<file path="src/rtl/axil_timer.sv">
// AXI4-Lite memory-mapped timer: 64-bit mtime with prescaler, 64-bit compare and a level interrupt.
// Register reads are single-cycle; reading MTIME_LO snapshots the upper half so MTIME_HI pairs with it.
module axil_timer #(
  parameter int PRESC_W      = 16,
  parameter bit RESET_ENABLE = 1'b0
) (
  input  logic        aclk,
  input  logic        aresetn,
  input  logic [31:0] s_axi_awaddr,
  input  logic        s_axi_awprot,
  input  logic        s_axi_awvalid,
  output logic        s_axi_awready,
  input  logic [31:0] s_axi_wdata,
  input  logic [3:0]  s_axi_wstrb,
  input  logic        s_axi_wvalid,
  output logic        s_axi_wready,
  output logic [1:0]  s_axi_bresp,
  output logic        s_axi_bvalid,
  input  logic        s_axi_bready,
  input  logic [31:0] s_axi_araddr,
  input  logic        s_axi_arprot,
  input  logic        s_axi_arvalid,
  output logic        s_axi_arready,
  output logic [31:0] s_axi_rdata,
  output logic [1:0]  s_axi_rresp,
  output logic        s_axi_rvalid,
  input  logic        s_axi_rready,
  output logic        timer_irq
);

  localparam logic [1:0] RESP_OKAY   = 2'b00;
  localparam logic [1:0] RESP_SLVERR = 2'b10;

  localparam logic [9:0] ADDR_MTIME_LO = 10'd0;
  localparam logic [9:0] ADDR_MTIME_HI = 10'd1;
  localparam logic [9:0] ADDR_CMP_LO   = 10'd2;
  localparam logic [9:0] ADDR_CMP_HI   = 10'd3;
  localparam logic [9:0] ADDR_CTRL     = 10'd4;
  localparam logic [9:0] ADDR_PRESCALE = 10'd5;

  logic               awready_q, awready_d, wready_q, wready_d;
  logic               aw_held_q, aw_held_d, w_held_q, w_held_d;
  logic [9:0]         aw_addr_q, aw_addr_d;
  logic [31:0]        w_data_q, w_data_d;
  logic [3:0]         w_strb_q, w_strb_d;
  logic               bvalid_q, bvalid_d;
  logic [1:0]         bresp_q, bresp_d;
  logic               arready_q, arready_d, rvalid_q, rvalid_d;
  logic [1:0]         rresp_q, rresp_d;
  logic [31:0]        rdata_q, rdata_d;
  logic [63:0]        mtime_q, mtime_d, cmp_q, cmp_d;
  logic               enable_q, enable_d, irq_en_q, irq_en_d;
  logic [PRESC_W-1:0] presc_q, presc_d, presc_cnt_q, presc_cnt_d;
  logic [31:0]        hi_shadow_q, hi_shadow_d;
  logic               irq_q, irq_d;

  logic        aw_hs, w_hs, ar_hs, commit, wr_hit, wr_en;
  logic [9:0]  wr_addr, rd_addr;
  logic [31:0] wr_data, wmask, presc_ext;
  logic [3:0]  wr_strb;
  logic        unused_ok;

  assign unused_ok = ^{s_axi_awprot, s_axi_arprot, s_axi_awaddr[31:12], s_axi_awaddr[1:0],
                       s_axi_araddr[31:12], s_axi_araddr[1:0]};

  assign aw_hs   = s_axi_awvalid && awready_q;
  assign w_hs    = s_axi_wvalid && wready_q;
  assign ar_hs   = s_axi_arvalid && arready_q;
  assign wr_addr = aw_held_q ? aw_addr_q : s_axi_awaddr[11:2];
  assign wr_data = w_held_q ? w_data_q : s_axi_wdata;
  assign wr_strb = w_held_q ? w_strb_q : s_axi_wstrb;
  assign rd_addr = s_axi_araddr[11:2];
  // The write commits in the cycle both halves are available, held or arriving now.
  assign commit  = (aw_held_q || aw_hs) && (w_held_q || w_hs);
  assign wr_hit  = (wr_addr <= ADDR_PRESCALE);
  assign wr_en   = commit && wr_hit && (wr_strb != 4'd0);

  generate
    for (genvar gi = 0; gi < 4; gi++) begin : g_wmask
      assign wmask[gi*8 +: 8] = {8{wr_strb[gi]}};
    end
  endgenerate

  always_comb begin
    presc_ext = '0;
    presc_ext[PRESC_W-1:0] = presc_q;
  end

  function automatic logic [31:0] merge(input logic [31:0] old_v, input logic [31:0] new_v,
                                        input logic [31:0] mask);
    return (old_v & ~mask) | (new_v & mask);
  endfunction

  always_comb begin
    aw_held_d = aw_held_q || aw_hs;
    w_held_d  = w_held_q || w_hs;
    aw_addr_d = aw_hs ? s_axi_awaddr[11:2] : aw_addr_q;
    w_data_d  = w_hs ? s_axi_wdata : w_data_q;
    w_strb_d  = w_hs ? s_axi_wstrb : w_strb_q;
    bvalid_d  = bvalid_q;
    bresp_d   = bresp_q;
    if (commit) begin
      aw_held_d = 1'b0;
      w_held_d  = 1'b0;
      bvalid_d  = 1'b1;
      bresp_d   = wr_hit ? RESP_OKAY : RESP_SLVERR;
    end else if (bvalid_q && s_axi_bready) begin
      bvalid_d = 1'b0;
    end
    awready_d = !aw_held_d && !bvalid_d;
    wready_d  = !w_held_d && !bvalid_d;
  end

  always_comb begin
    mtime_d     = mtime_q;
    presc_cnt_d = presc_cnt_q;
    cmp_d       = cmp_q;
    enable_d    = enable_q;
    irq_en_d    = irq_en_q;
    presc_d     = presc_q;
    if (enable_q) begin
      if (presc_cnt_q == presc_q) begin
        presc_cnt_d = '0;
        mtime_d     = mtime_q + 64'd1;
      end else begin
        presc_cnt_d = presc_cnt_q + 1'b1;
      end
    end
    // A software write wins over the tick of the same cycle.
    if (wr_en) begin
      case (wr_addr)
        ADDR_MTIME_LO: begin
          mtime_d     = {mtime_q[63:32], merge(mtime_q[31:0], wr_data, wmask)};
          presc_cnt_d = '0;
        end
        ADDR_MTIME_HI: begin
          mtime_d     = {merge(mtime_q[63:32], wr_data, wmask), mtime_q[31:0]};
          presc_cnt_d = '0;
        end
        ADDR_CMP_LO: cmp_d = {cmp_q[63:32], merge(cmp_q[31:0], wr_data, wmask)};
        ADDR_CMP_HI: cmp_d = {merge(cmp_q[63:32], wr_data, wmask), cmp_q[31:0]};
        ADDR_CTRL: begin
          enable_d = wr_strb[0] ? wr_data[0] : enable_q;
          irq_en_d = wr_strb[0] ? wr_data[1] : irq_en_q;
        end
        ADDR_PRESCALE: begin
          for (int i = 0; i < PRESC_W; i++) begin
            presc_d[i] = wr_strb[i/8] ? wr_data[i] : presc_q[i];
          end
          presc_cnt_d = '0;
        end
        default: ;
      endcase
    end
    irq_d = irq_en_q && (mtime_q >= cmp_q);
  end

  always_comb begin
    rvalid_d    = rvalid_q;
    rdata_d     = rdata_q;
    rresp_d     = rresp_q;
    hi_shadow_d = hi_shadow_q;
    if (ar_hs) begin
      rvalid_d = 1'b1;
      rresp_d  = RESP_OKAY;
      case (rd_addr)
        ADDR_MTIME_LO: begin
          rdata_d     = mtime_q[31:0];
          hi_shadow_d = mtime_q[63:32];
        end
        ADDR_MTIME_HI: rdata_d = hi_shadow_q;
        ADDR_CMP_LO:   rdata_d = cmp_q[31:0];
        ADDR_CMP_HI:   rdata_d = cmp_q[63:32];
        ADDR_CTRL:     rdata_d = {30'd0, irq_en_q, enable_q};
        ADDR_PRESCALE: rdata_d = presc_ext;
        default: begin
          rdata_d = 32'd0;
          rresp_d = RESP_SLVERR;
        end
      endcase
    end else if (rvalid_q && s_axi_rready) begin
      rvalid_d = 1'b0;
    end
    arready_d = !rvalid_d;
  end

  always_ff @(posedge aclk) begin
    if (!aresetn) begin
      awready_q   <= 1'b0;
      wready_q    <= 1'b0;
      aw_held_q   <= 1'b0;
      w_held_q    <= 1'b0;
      aw_addr_q   <= '0;
      w_data_q    <= '0;
      w_strb_q    <= '0;
      bvalid_q    <= 1'b0;
      bresp_q     <= RESP_OKAY;
      arready_q   <= 1'b0;
      rvalid_q    <= 1'b0;
      rresp_q     <= RESP_OKAY;
      rdata_q     <= '0;
      mtime_q     <= '0;
      cmp_q       <= '1;
      enable_q    <= RESET_ENABLE;
      irq_en_q    <= 1'b0;
      presc_q     <= '0;
      presc_cnt_q <= '0;
      hi_shadow_q <= '0;
      irq_q       <= 1'b0;
    end else begin
      awready_q   <= awready_d;
      wready_q    <= wready_d;
      aw_held_q   <= aw_held_d;
      w_held_q    <= w_held_d;
      aw_addr_q   <= aw_addr_d;
      w_data_q    <= w_data_d;
      w_strb_q    <= w_strb_d;
      bvalid_q    <= bvalid_d;
      bresp_q     <= bresp_d;
      arready_q   <= arready_d;
      rvalid_q    <= rvalid_d;
      rresp_q     <= rresp_d;
      rdata_q     <= rdata_d;
      mtime_q     <= mtime_d;
      cmp_q       <= cmp_d;
      enable_q    <= enable_d;
      irq_en_q    <= irq_en_d;
      presc_q     <= presc_d;
      presc_cnt_q <= presc_cnt_d;
      hi_shadow_q <= hi_shadow_d;
      irq_q       <= irq_d;
    end
  end

  assign s_axi_awready = awready_q;
  assign s_axi_wready  = wready_q;
  assign s_axi_bvalid  = bvalid_q;
  assign s_axi_bresp   = bresp_q;
  assign s_axi_arready = arready_q;
  assign s_axi_rvalid  = rvalid_q;
  assign s_axi_rresp   = rresp_q;
  assign s_axi_rdata   = rdata_q;
  assign timer_irq     = irq_q;

endmodule

</file>
<file path="config.mk">
export PLATFORM = sky130hd
export DESIGN_NAME = axil_timer
export DESIGN_NICKNAME = d
export VERILOG_FILES = /design/src/rtl/axil_timer.sv
export SDC_FILE = /design/constraint.sdc
export NUM_CORES = 1
export LEC_CHECK = 0
export CORE_MARGIN = 3
export CORE_UTILIZATION = 35
export DETAILED_ROUTE_END_ITERATION = 12
export HOLD_SLACK_MARGIN = 0.03
export SLEW_MARGIN = 10
export SYNTH_ARGS = -nofsm -noshare
export SYNTH_HDL_FRONTEND = slang
export SYNTH_SLANG_ARGS = --single-unit
</file>
<file path="constraint.sdc">
create_clock -name aclk -period 2.7 [get_ports aclk]
set_input_delay 0.54 -clock aclk [delete_from_list [all_inputs] [get_ports aclk]]
set_output_delay 0.54 -clock aclk [all_outputs]
set_load 0.02 [all_outputs]
</file>
==> results.txt <==
----------------------------------------------------
[Cells and area]
  Number of nets in the layout ... 2251
  Relative area change from synthesis to final layout ... 29.6%
  Proportion of layout cells with a drive suffix above 1 ... 0.163
  Number of diodes added for antenna fixing ... 0

[Floorplan]
  Floorplan Core Area ... 41400 um^2
  Chip height ... 212 um
  I/O Pins ... 151
  Floorplan row count ... 74
  Initial cell density of the core ... 0.360
  Die Wd ... 212 um
  Die area ... 45100 um^2

[Worst setup path]
  Type of element launching the critical path ... flip-flop
  Reg-to-Reg End ... timer_irq$_SDFF_PN0_
  Data required time at the worst endpoint ... 3060 ps
  Signal arrival time at the worst endpoint ... 2990 ps
  CP Class ... flip-flop to flip-flop
  Worst setup path endpoint ... timer_irq$_SDFF_PN0_
  Launch point of the critical path ... mtime_q[0]$_SDFFE_PN0P_
  Register-to-register setup slack ... 70 ps
  Largest fanout of any net on the critical path ... 4
  Reg2Reg Depth ... 10
  Worst setup EP type ... flip-flop
  RR Startpoint ... mtime_q[0]$_SDFFE_PN0P_

[Clocking]
  Maximum count of clock buffers along a single path ... 3
  Clock sink count ... 282
  Number of H-tree branching levels ... 2
  CTS tree ... built
  Clock slew at the register clock pins of the worst setup and hold paths ... 60 ps
  Later-pin clock latency in the skew report ... 520 ps
  TritonCTS buffer count ... 34
  Master cell of the clock root buffer ... sky130_fd_sc_hd__clkbuf_16

[Logic synthesis]
  Synthesized instance count ... 1824
  Yosys warning count ... 0
  Number of synthesized register bits ... 282
  Post-synth cell types ... 79
  Primary FF master, synth ... sky130_fd_sc_hd__dfxtp_1
  Proportion of synthesized chip area in sequential cells ... 0.379
  Post-synth EDFFs ... 0
  Syn avg cell area ... 8.17 um^2
  Post-synthesis instance area ... 14900 um^2
  FFs w/ async S/R, synth ... 0

[Global route]
  Overflow left after global routing ... 0
  Largest net degree at the start of global routing ... 71
  Number of global-route vias before repair ... 14600
  Number of antenna violations at the first check in global routing ... 0
  Tot GR Track Use ... 0.241
  Wire length of the first global-routing pass ... 84800 um

[Routing]
  Post-DRT Antenna Nets ... 0
  Number of iterations in the first detailed-routing pass ... 7
  Post-detailed-routing wire length ... 55800 um
  Detailed router's first-iteration violation count ... 1456
  Total via count in the routed design ... 15300
  WL/cell ... 21.2 um
  DRC violation count after routing ... 0
  Per-cell via count in the routed design ... 5.80

[Timing]
  RSZ-0062 raised after global routing ... false
  Final critical delay including setup and external delays ... 2630 ps
  Final Max Tran Viols ... 0
  Final clock skew ... 16.8 ps
  Actual transition at the worst max-transition pin ... 626 ps
  Top achievable clock speed ... 381 MHz
  Final-report hold violation count ... 0
  Final count of negative-setup-slack endpoints ... 0
  Worst slack on hold paths ... 349 ps
  Headroom to the max-slew limit ... 0.576
  Post-route clock period utilization ... 0.972

[Placement]
  Global placement routability congestion ... 0.972
  Port-buffer cells ... 102
  Placed wire-length estimate ... 41300 um

[Pwr]
  Leakage power ... 7.77 nW
  Peak ir drop on the vdd network ... 0.000370 V
  Total power after layout ... 0.00964 W
  Total power divided by cell area ... 500 nW/um^2

[Hold path]
  HP Class ... input pin to flip-flop

[Run status]
  Result of the run ... finished, final reports clean

[Run]
  Maximum Capacitance Violations ... 0

----------------------------------------------------
## synthesized netlist by cell type (16+ instances only)
cell | instances | share of area
sky130_fd_sc_hd__nor2_1 | 96 | 0.024
sky130_fd_sc_hd__o21ai_0 | 76 | 0.026
sky130_fd_sc_hd__nand4_1 | 38 | 0.016
sky130_fd_sc_hd__mux2_2 | 19 | 0.014
sky130_fd_sc_hd__ha_1 | 66 | 0.055
sky130_fd_sc_hd__and3_1 | 24 | 0.010
sky130_fd_sc_hd__a21o_1 | 16 | 0.0081
sky130_fd_sc_hd__a221oi_1 | 19 | 0.011
sky130_fd_sc_hd__nor3_1 | 42 | 0.014
sky130_fd_sc_hd__mux2i_1 | 53 | 0.036
sky130_fd_sc_hd__inv_1 | 76 | 0.019
sky130_fd_sc_hd__nand3_1 | 41 | 0.014
sky130_fd_sc_hd__a211oi_1 | 41 | 0.021
sky130_fd_sc_hd__xor2_1 | 18 | 0.011
sky130_fd_sc_hd__nand2_1 | 312 | 0.079
sky130_fd_sc_hd__clkbuf_1 | 88 | 0.022
sky130_fd_sc_hd__a222oi_1 | 30 | 0.020
sky130_fd_sc_hd__xnor2_1 | 37 | 0.022
sky130_fd_sc_hd__o22ai_1 | 39 | 0.016
sky130_fd_sc_hd__a22o_1 | 16 | 0.0094
sky130_fd_sc_hd__nor4_1 | 21 | 0.0088
sky130_fd_sc_hd__a21oi_1 | 167 | 0.056
sky130_fd_sc_hd__dfxtp_1 | 282 | 0.38
## timing repair
item | 4_1_cts | 5_1_grt
setup buffers | 0 | 5
endpoints found under the setup margin | 12 | 35
endpoints found under the hold margin | 0 | 0
cloned | 0 | 0
hold buffers | 0 | 0
pin swaps | 3 | 8
gates resized for setup | 9 | 21
## metrics by stage
step | TNS [ps] | utilization | setup WS (ps) | cells | cell area, um^2
final | 0 | 0.466 | 74.5 | 2632 | 19300
after global routing | 0 | 0.466 | 23.8 | 2632 | 19300
after CTS | 0 | 0.463 | 4.39 | 2627 | 19200
after detailed placement | -35650 | 0.436 | -519 | 2567 | 18000
after global placement | -44190 | 0.436 | -654 | 2567 | 18000
after floorplan | 0 | - | 186 | 1825 | 14900
## power breakdown
part	internal, W	total [W]	switching, W
combinational	0.000314	0.000823	0.000509
sequential	0.00421	0.00424	0.0000356
clock	0.00276	0.00457	0.00182
total	0.00728	0.00964	0.00236
## worst max-delay path, cell delays in order (launching register included)
cell and delay [ps]:
sky130_fd_sc_hd__dfxtp_4 370, sky130_fd_sc_hd__inv_1 50, sky130_fd_sc_hd__ha_1 280, sky130_fd_sc_hd__nand2b_4 150, sky130_fd_sc_hd__a2111oi_4 340, sky130_fd_sc_hd__o31ai_4 160
sky130_fd_sc_hd__a2111oi_4 450, sky130_fd_sc_hd__buf_4 210, sky130_fd_sc_hd__o31ai_1 70, sky130_fd_sc_hd__a21oi_1 250, sky130_fd_sc_hd__o31ai_1 120
## placed cells by master (no fill, tap or decap), drive strengths merged, types with 16 or more instances in the layout
master	instances
nand2	313
dfxtp	282
buf	226
a21oi	167
clkdlybuf4s50	101
nor2	100
inv	78
o21ai	76
ha	66
mux2i	57
clkbuf	49
nand3	43
nor3	43
a211oi	41
o22ai	39
nand4	39
xnor2	37
a222oi	30
and3	24
nor4	22
mux2	19
a221oi	19
xor2	18
a21o	16
a22o	16
## routing by layer
layer | wire (um) | GRT usage | vias up
met2 | 24900 | 0.381 | 670
met3 | 4700 | 0.0419 | 97
met1 | 24600 | 0.335 | 7320
met4 | 1510 | 0.0759 | 0
met5 | 0 | 0 | -
li1 | - | - | 7186
## how the worst min path moves through the flow
stage	start	to	slack, ps	cells past startpoint
floorplan	w_data_q[10]$_SDFFE_PN0P_	w_data_q[10]$_SDFFE_PN0P_	430	2
global placement	w_data_q[14]$_SDFFE_PN0P_	w_data_q[14]$_SDFFE_PN0P_	440	2
detailed placement	s_axi_rdata[24]$_SDFFE_PN0P_	s_axi_rdata[24]$_SDFFE_PN0P_	440	2
CTS	aresetn	cmp_q[19]$_SDFFE_PN1P_	340	2
global route	aresetn	cmp_q[18]$_SDFFE_PN1P_	350	2
finish	aresetn	cmp_q[16]$_SDFFE_PN1P_	350	2
## cell families (layout without fill, tap and decap cells)
group / count (synthesis) / in the layout / share of synthesized area
AO/OA/AOI/OAI: 510 / 510 / 0.227
XOR/XNOR: 55 / 55 / 0.0323
adder cells (fa/ha/maj): 66 / 66 / 0.0554
buffers and inverters: 189 / 464 / 0.0501
flip-flops: 282 / 282 / 0.379
multiplexers: 76 / 76 / 0.0543
other: 1 / 2 / 0.000252
AND/OR/NAND/NOR: 645 / 645 / 0.202
## flip-flops by register name (all words and copies together) (netlist names), 4 cells and up
register and cells:
cmp_q 64, w_data_q 32, presc_q 16, mtime_q 64, aw_addr_q 10, s_axi_rdata 32
presc_cnt_q 16, w_strb_q 4, hi_shadow_q 32
## final cells by class
class | instances | area (um^2)
flip-flops and latches | 282 | 5650
inverters | 77 | 292
fillers | 3950 | 22100
clock inverters | 11 | 136
repair buffers | 327 | 2930
clock buffers | 49 | 958
well taps | 532 | 666
multi-input cells | 1354 | 8660
(Power assumes the default switching activity.)
